$ cat config.mk
export PLATFORM = sky130hd
export DESIGN_NAME = probe_meter
export DESIGN_NICKNAME = d
export VERILOG_FILES = /design/src/rtl/probe_meter_pkg.sv /design/src/rtl/probe_meter_stats.sv /design/src/rtl/probe_meter.sv
export SDC_FILE = /design/constraint.sdc
export NUM_CORES = 1
export LEC_CHECK = 0
export BUFFER_PORTS_ARGS = -buffer_cell sky130_fd_sc_hd__buf_2
export CORE_MARGIN = 5
export CORE_UTILIZATION = 35
export DETAILED_ROUTE_END_ITERATION = 6
export SKIP_LAST_GASP = 1
export SYNTH_ARGS = -nofsm -noshare
export SYNTH_HDL_FRONTEND = slang
export SYNTH_HIERARCHICAL = 1
export SYNTH_SLANG_ARGS = --single-unit
$ cat constraint.sdc
create_clock -name clk -period 2.45 [get_ports clk]
set_input_delay 0.6125 -clock clk [delete_from_list [all_inputs] [get_ports clk]]
set_output_delay 0.6125 -clock clk [all_outputs]
set_load 0.02 [all_outputs]
$ cat src/rtl/probe_meter_pkg.sv
// Shared types and helpers for the probe_meter window statistics block.
// Full-scale codes and accumulator sizing depend on the sample width.
package probe_meter_pkg;

    typedef enum logic [1:0] {
        IDLE = 2'd0,
        ACQ  = 2'd1,
        HOLD = 2'd2
    } state_t;

    localparam int DEF_DATA_W   = 12;
    localparam int DEF_WIN_LOG2 = 4;
    localparam int DEF_ACC_W    = DEF_DATA_W + DEF_WIN_LOG2;

    // Largest positive two's complement code for a w-bit sample.
    function automatic logic signed [31:0] fs_max(input int w);
        return (32'sd1 <<< (w - 1)) - 32'sd1;
    endfunction

    // Most negative two's complement code for a w-bit sample.
    function automatic logic signed [31:0] fs_min(input int w);
        return -(32'sd1 <<< (w - 1));
    endfunction

    // Window sum of 2**win_log2 samples cannot exceed this many bits.
    function automatic int acc_width(input int data_w, input int win_log2);
        return data_w + win_log2;
    endfunction

endpackage

$ cat src/rtl/probe_meter_stats.sv
// Running min/max/sum/over-range datapath for one measurement window.
// The *_nxt outputs already include din, so a caller can capture the final result on the last sample.
module probe_meter_stats
    import probe_meter_pkg::*;
#(
    parameter int DATA_W   = DEF_DATA_W,
    parameter int WIN_LOG2 = DEF_WIN_LOG2
) (
    input  logic                     clk,
    input  logic                     rst,
    input  logic                     clr,
    input  logic                     en,
    input  logic signed [DATA_W-1:0] din,
    output logic signed [DATA_W-1:0] min_nxt,
    output logic signed [DATA_W-1:0] max_nxt,
    output logic signed [DATA_W-1:0] avg_nxt,
    output logic                     ovr_nxt
);

    localparam int ACC_W = acc_width(DATA_W, WIN_LOG2);
    localparam logic signed [DATA_W-1:0] FS_MAX = DATA_W'(fs_max(DATA_W));
    localparam logic signed [DATA_W-1:0] FS_MIN = DATA_W'(fs_min(DATA_W));

    logic signed [ACC_W-1:0]  sum;
    logic signed [ACC_W-1:0]  sum_nxt;
    logic signed [DATA_W-1:0] mn;
    logic signed [DATA_W-1:0] mx;
    logic                     ovr;

    always_comb begin
        sum_nxt = sum + $signed({{WIN_LOG2{din[DATA_W-1]}}, din});
        min_nxt = (din < mn) ? din : mn;
        max_nxt = (din > mx) ? din : mx;
        ovr_nxt = ovr | (din == FS_MAX) | (din == FS_MIN);
    end

    // Upper DATA_W bits of the sum are the arithmetic shift by WIN_LOG2: floor toward -inf.
    assign avg_nxt = sum_nxt[ACC_W-1:WIN_LOG2];

    always_ff @(posedge clk) begin
        if (rst) begin
            sum <= '0;
            mn  <= '0;
            mx  <= '0;
            ovr <= 1'b0;
        end else if (clr) begin
            sum <= '0;
            mn  <= FS_MAX;
            mx  <= FS_MIN;
            ovr <= 1'b0;
        end else if (en) begin
            sum <= sum_nxt;
            mn  <= min_nxt;
            mx  <= max_nxt;
            ovr <= ovr_nxt;
        end
    end

endmodule

$ cat src/rtl/probe_meter.sv
// Probe read-back meter: reduces a 2**WIN_LOG2 sample window to min/max/avg
// and offers the result on a valid/ready port.
module probe_meter
    import probe_meter_pkg::*;
#(
    parameter int DATA_W   = DEF_DATA_W,
    parameter int WIN_LOG2 = DEF_WIN_LOG2
) (
    input  logic              clk,
    input  logic              rst,
    input  logic              start,
    input  logic              smp_valid,
    input  logic [DATA_W-1:0] smp_data,
    output logic              smp_ready,
    output logic              busy,
    output logic              res_valid,
    input  logic              res_ready,
    output logic [DATA_W-1:0] res_min,
    output logic [DATA_W-1:0] res_max,
    output logic [DATA_W-1:0] res_avg,
    output logic              res_ovr
);

    state_t                   state;
    state_t                   state_nxt;
    logic [WIN_LOG2-1:0]      cnt;
    logic                     acc;
    logic                     last;
    logic                     clr;
    logic signed [DATA_W-1:0] min_nxt;
    logic signed [DATA_W-1:0] max_nxt;
    logic signed [DATA_W-1:0] avg_nxt;
    logic                     ovr_nxt;

    assign acc  = smp_valid && (state == ACQ);
    assign last = acc && (cnt == '1);
    // Accumulators sit cleared outside ACQ so every entry into ACQ starts a fresh window.
    assign clr  = (state != ACQ);

    assign smp_ready = (state == ACQ);
    assign busy      = (state != IDLE);
    assign res_valid = (state == HOLD);

    probe_meter_stats #(
        .DATA_W   (DATA_W),
        .WIN_LOG2 (WIN_LOG2)
    ) u_stats (
        .clk     (clk),
        .rst     (rst),
        .clr     (clr),
        .en      (acc),
        .din     ($signed(smp_data)),
        .min_nxt (min_nxt),
        .max_nxt (max_nxt),
        .avg_nxt (avg_nxt),
        .ovr_nxt (ovr_nxt)
    );

    always_comb begin
        state_nxt = state;
        case (state)
            IDLE: if (start) state_nxt = ACQ;
            ACQ:  if (last) state_nxt = HOLD;
            HOLD: if (res_ready) state_nxt = start ? ACQ : IDLE;
            default: state_nxt = IDLE;
        endcase
    end

    always_ff @(posedge clk) begin
        if (rst) state <= IDLE;
        else     state <= state_nxt;
    end

    always_ff @(posedge clk) begin
        if (rst || clr) cnt <= '0;
        else if (acc)   cnt <= cnt + 1'b1;
    end

    // Result registers capture on the final sample, so res_valid and data align on the first HOLD cycle.
    always_ff @(posedge clk) begin
        if (rst) begin
            res_min <= '0;
            res_max <= '0;
            res_avg <= '0;
            res_ovr <= 1'b0;
        end else if (last) begin
            res_min <= min_nxt;
            res_max <= max_nxt;
            res_avg <= avg_nxt;
            res_ovr <= ovr_nxt;
        end
    end

endmodule
-- Word level (Yosys, flattened, before mapping)
Index checks and enable logic that the tools add are counted.
- register bits: 84
- output and inout port bits: 40
- logic and storage cells: 46
- add/sub/neg operators: 2
- $lt $le $gt $ge: 2
- equality and inequality tests: 9
- muxes and demuxes: 11
- bitwise gates (word level): 2
- reduce and logical (&&, ||, !) cells: 8
- operators with widths (kind ; count):
    $mux 12 ; 4
    $eq 12x12->1 const B ; 2
    $mux 11 ; 2
    $add 16x12->16 ; 1
    $gt 12x12->1 ; 1
    $lt 12x12->1 ; 1
    $mux 2 ; 3
    $ne 2x1->1 const B ; 3
    $pmux 2 s3 ; 1
    $add 4x1->4 const B ; 1
    $eq 4x4->1 const B ; 1
    $reduce_bool 2->1 ; 2
    $reduce_and 3->1 ; 1
    $eq 2x1->1 const B ; 1
    $eq 2x2->1 const B ; 1
    $logic_and 1x1->1 ; 2
    $logic_not 2->1 ; 1
    $ne 2x2->1 const B ; 1
    $or 1x1->1 ; 2
    $reduce_or 2->1 ; 1
    $logic_or 1x1->1 ; 1
    $mux 1 ; 1

-- Logic depth before layout (Yosys ltp)
- word-level depth: 5
- mapped depth: 11

-- Hierarchy
Netlist, hierarchy kept.
- by module, submodules not included (module ; times used ; cells each ; area each (um2) ; seq. area each (um2)):
    probe_meter_stats ; 1 ; 415 ; 3543.4 ; 820.8
    probe_meter ; 1 ; 201 ; 2031.9 ; 860.8

-- Least setup slack after synthesis
OpenSTA, ideal clock, no wires.
- kind: in2reg
- from: input port smp_data[9]
- to: register res_max[4]
- arrival: 2.448 ns
- required time: 2.318 ns
- setup slack: -0.130 ns
- stages on the path: 10
- buffers on the path: 1
- cell sequence: ha_1 -> a21o_1 -> a31oi_1 -> o211ai_2 -> o21ba_2 -> nor3_2 -> buf_4 -> mux2_2 -> nand3_1 -> a21oi_2
- word-level cells in the longest chain between the ends: 2
- RTL lines (element ; RTL line ; source):
    start: declaration ; probe_meter.sv:13 ; input logic [DATA_W-1:0] smp_data,
    $gt 12x12->1 ; probe_meter_stats.sv:33 ; max_nxt = (din > mx) ? din : mx;
    $mux 12 ; probe_meter_stats.sv:33 ;
    net max_nxt[4] ; probe_meter.sv:31 ; logic signed [DATA_W-1:0] max_nxt;
    end signal: assignment ; probe_meter.sv:88 ; res_max <= max_nxt;
    end: declaration ; probe_meter.sv:19 ; output logic [DATA_W-1:0] res_max,
The timed path passes the listed nets, and every way through them passes these cells.
A chain may end at the register's enable or synchronous reset.

-- Final worst setup path
- from: input port smp_data[8]
- to: register res_max[3]
Same word-level chain as after synthesis.

==> results.yml <==
status:
  outcome: "finished with violations"
  failing_checks: "negative setup slack"
critical_path:
  required_time_of_the_critical_path_ps: 2670
  setup.worst_path.end_class: "flop"
  worstPathCellList: "buf_2 -> ha_4 -> and4_4 -> nand2_1 -> o211ai_2 -> buf_4 -> nor3_2 -> nor3_4 -> buf_6 -> buf_16 -> mux2_4 -> nand3_2 -> a21oi_2"
  arrival_worst_endpoint_ps: 2740
  cp_slowest_cell: "mux2_4"
  critical_path.startpoint_type: "input pin"
  timing_worst_setup_path_type: "in2reg"
  slowest_cell_delay_on_critical_path_ps: 300
  critPathMaxFanout: 5
pwr:
  leakagePower_nw: 3.00
  power_frac_comb_pct: 23.3
  report.power.total_mw: 3.66
  switchingPower_mw: 1.03
  netSwitchingFraction_pct: 28.2
  seqPwrFrac_pct: 38.8
  powerDensity_mw_per_mm2: 502
  internal_power_mw: 2.63
  pwr-share-clk_pct: 37.9
  ir_drop_v: 0.000475
die:
  design.core.area_sq_mm: 0.0158
  floorplan.die.width_microns: 136
  initial_core_util_pct: 35.4
  core_rows: 46
  pin_count: 57
  die_y_microns: 136
  fp.dieArea_sq_mm: 0.0186
timing:
  finalSetupViolations: 9
  final_min_period_over_clock_period_pct: 103
  worst_pin_slew_ps: 549
  finalWorstPathRequiredPeriod_ps: 2520
  fin_skew_ps: 6.13
  slew_violations: 0
  worst_hold_slack_ps: 469
  max_slew_margin_pct: 63.4
  finalWorstSetupSlack_ps: -72.6
  hold_violations_final: 0
  max_freq_mhz: 396
  grt_setup_unrepaired: "yes"
synthesis:
  yosysSeqAreaShare_pct: 30.2
  syn_avg_cell_area_sq_um: 9.05
  synth_seq_cells: 84
  async_reset_ff_share_pct: 0
  synth_edf_count: 0
  top_ff_cell_synth: "dfxtp_1"
  synth.lib_cells_used.distinct: 70
  syn-cell-area_sq_mm: 0.00558
  ys_warn_count: 6
  synth_nets: 673
  syn-instance-count: 616
route:
  detailroute.via_count: 5095
  first_iter_violations: 304
  drt-total-wl_microns: 16200
  ant_nets: 0
  drt_pre_antenna_iters: 4
  vias_per_cell: 5.43
  wire_per_inst_microns: 17.2
  detail_route.drc_violations: 0
clock_network:
  clock_latency_ps: 340
  total_clock_buffers_created_by_cts: 9
  clock_tree_from_tritoncts: "done"
  cts.sink_count: 84
  h-tree-depth: 3
  cts_buffer_depth: 2
  clk_pin_slew_ps: 60
  cts_root_buffer: "clkbuf_16"
  hold_buffers: 0
finish:
  final_common_cell: "buf_4"
  antenna_cells: 0
  final_cell_mix: "buf_4, dfxtp_1, a21oi_1"
  area.growth.synth_to_final_pct: 30.6
  layout.nets: 774
  drive_gt1_share_pct: 44.9
run:
  max-cap-violations: 0
grt:
  grt_pass1_wl_microns: 25500
  global_route.overflow_total: 0
  grt_max_degree: 78
  antenna_found_initial: 0
  grt_util_all_layers_pct: 17.1
  grt_pass1_vias: 4844
placed_design:
  portbufs: 56
  gp_routability_congestion: 0.890
  detailedPlacementHpwl_microns: 11600
hold_path:
  worst_hold_check_path_type: "reg2reg"
==> per-layer routing <==
layer	GRT usage (%)	up-vias	wire (microns)
met5	0	-	0
met4	6.49	0	398
met3	3.00	26	859
met2	27.5	142	7620
met1	22.9	2449	7280
li1	-	2478	-
==> power groups by stage <==
stage	registers, mW	clock network (mW)	logic [mW]
3_5_place_dp	1.45	0	0.738
6_report	1.42	1.38	0.852
3_3_place_gp	1.45	0	0.721
2_1_floorplan	1.44	0	0.506
5_1_grt	1.42	1.46	0.917
4_1_cts	1.42	1.40	0.792
==> metrics by stage <==
step	setup WS, ps	instances	setup TNS [ps]	cell area [sq um]	utilization, %
global placement	-403	907	-14610	6590	41.8
global route	-136	938	-1530	7280	46.2
detailed placement	-478	907	-16570	6590	41.8
CTS	-38.7	930	-150	7030	44.6
floorplan	-44.4	616	-359	5760	-
finish	-72.6	938	-359	7280	46.2
==> area by class of cell <==
type	count	area [sq um]
Fill cell	1513	8490
Clock buffer	13	250
Multi-Input combinational cell	437	3770
Timing Repair Buffer	153	1130
Inverter	32	120
Tap cell	216	270
Clock inverter	3	46.3
Sequential cell	84	1700
==> final timing paths <==
check,from,end,slack (ps),depth (start not counted)
setup / recovery,smp_data[8],res_max[3],-70,13
hold / removal,u_stats/mx[1],u_stats/mx[1],470,2
setup reg to reg,u_stats/mx[1],res_max[3],-60,12
hold reg to reg,u_stats/mx[1],u_stats/mx[1],470,2
==> state kept, by name, summed over array words and instances (netlist names) <==
signal and count:
cnt 4, res_avg 12, res_max 12, res_min 12, res_ovr 1, state 2
u_stats/mn 12, u_stats/mx 12, u_stats/ovr 1, u_stats/sum 16
==> synthesized netlist by cell type (7+ instances only) <==
library cell / instances / share of area (%)
ha_1: 39 / 8.8
inv_1: 32 / 2.2
xnor2_1: 10 / 1.6
a21o_1: 10 / 1.3
and3_1: 7 / 0.79
nand3_1: 24 / 2.2
clkbuf_1: 25 / 1.7
a311oi_1: 11 / 1.7
nand2_1: 12 / 0.81
a21oi_1: 65 / 5.8
nand3_2: 20 / 3.6
a31o_2: 8 / 1.3
dfxtp_1: 84 / 30
mux2_2: 17 / 3.4
o31ai_1: 14 / 1.9
nor4_1: 13 / 1.5
buf_6: 8 / 1.6
a21bo_2: 35 / 6.3
nand4_1: 19 / 2.1
buf_2: 10 / 0.90
o21ai_0: 11 / 0.99
nor2_1: 34 / 2.3
mux2i_1: 9 / 1.6
buf_4: 16 / 2.2
==> timing repair <==
item / in CTS / in global routing
gates resized for setup: 14 / 46
pin swaps: 8 / 25
gates cloned: 1 / 0
setup endpoints to repair: 25 / 42
buffers inserted: 6 / 10
==> worst max-delay path, delay by kind of cell <==
family,cells,cell delay (ps)
compound gates,2,270
fa+ha+maj,1,280
buf+inv,4,590
mux,1,300
simple gates,5,670
==> cells by family after synthesis <==
logic type,after synthesis,synth area share (%)
AO/OA/AOI/OAI,197,26.7
AND/OR/NAND/NOR,156,16.7
buffers and inverters,95,9.34
flip-flops,84,30.2
adder cells (fa/ha/maj),40,9.11
multiplexers,30,5.86
XOR/XNOR,14,2.20
No activity file was read; power rests on OpenSTA's default activity.
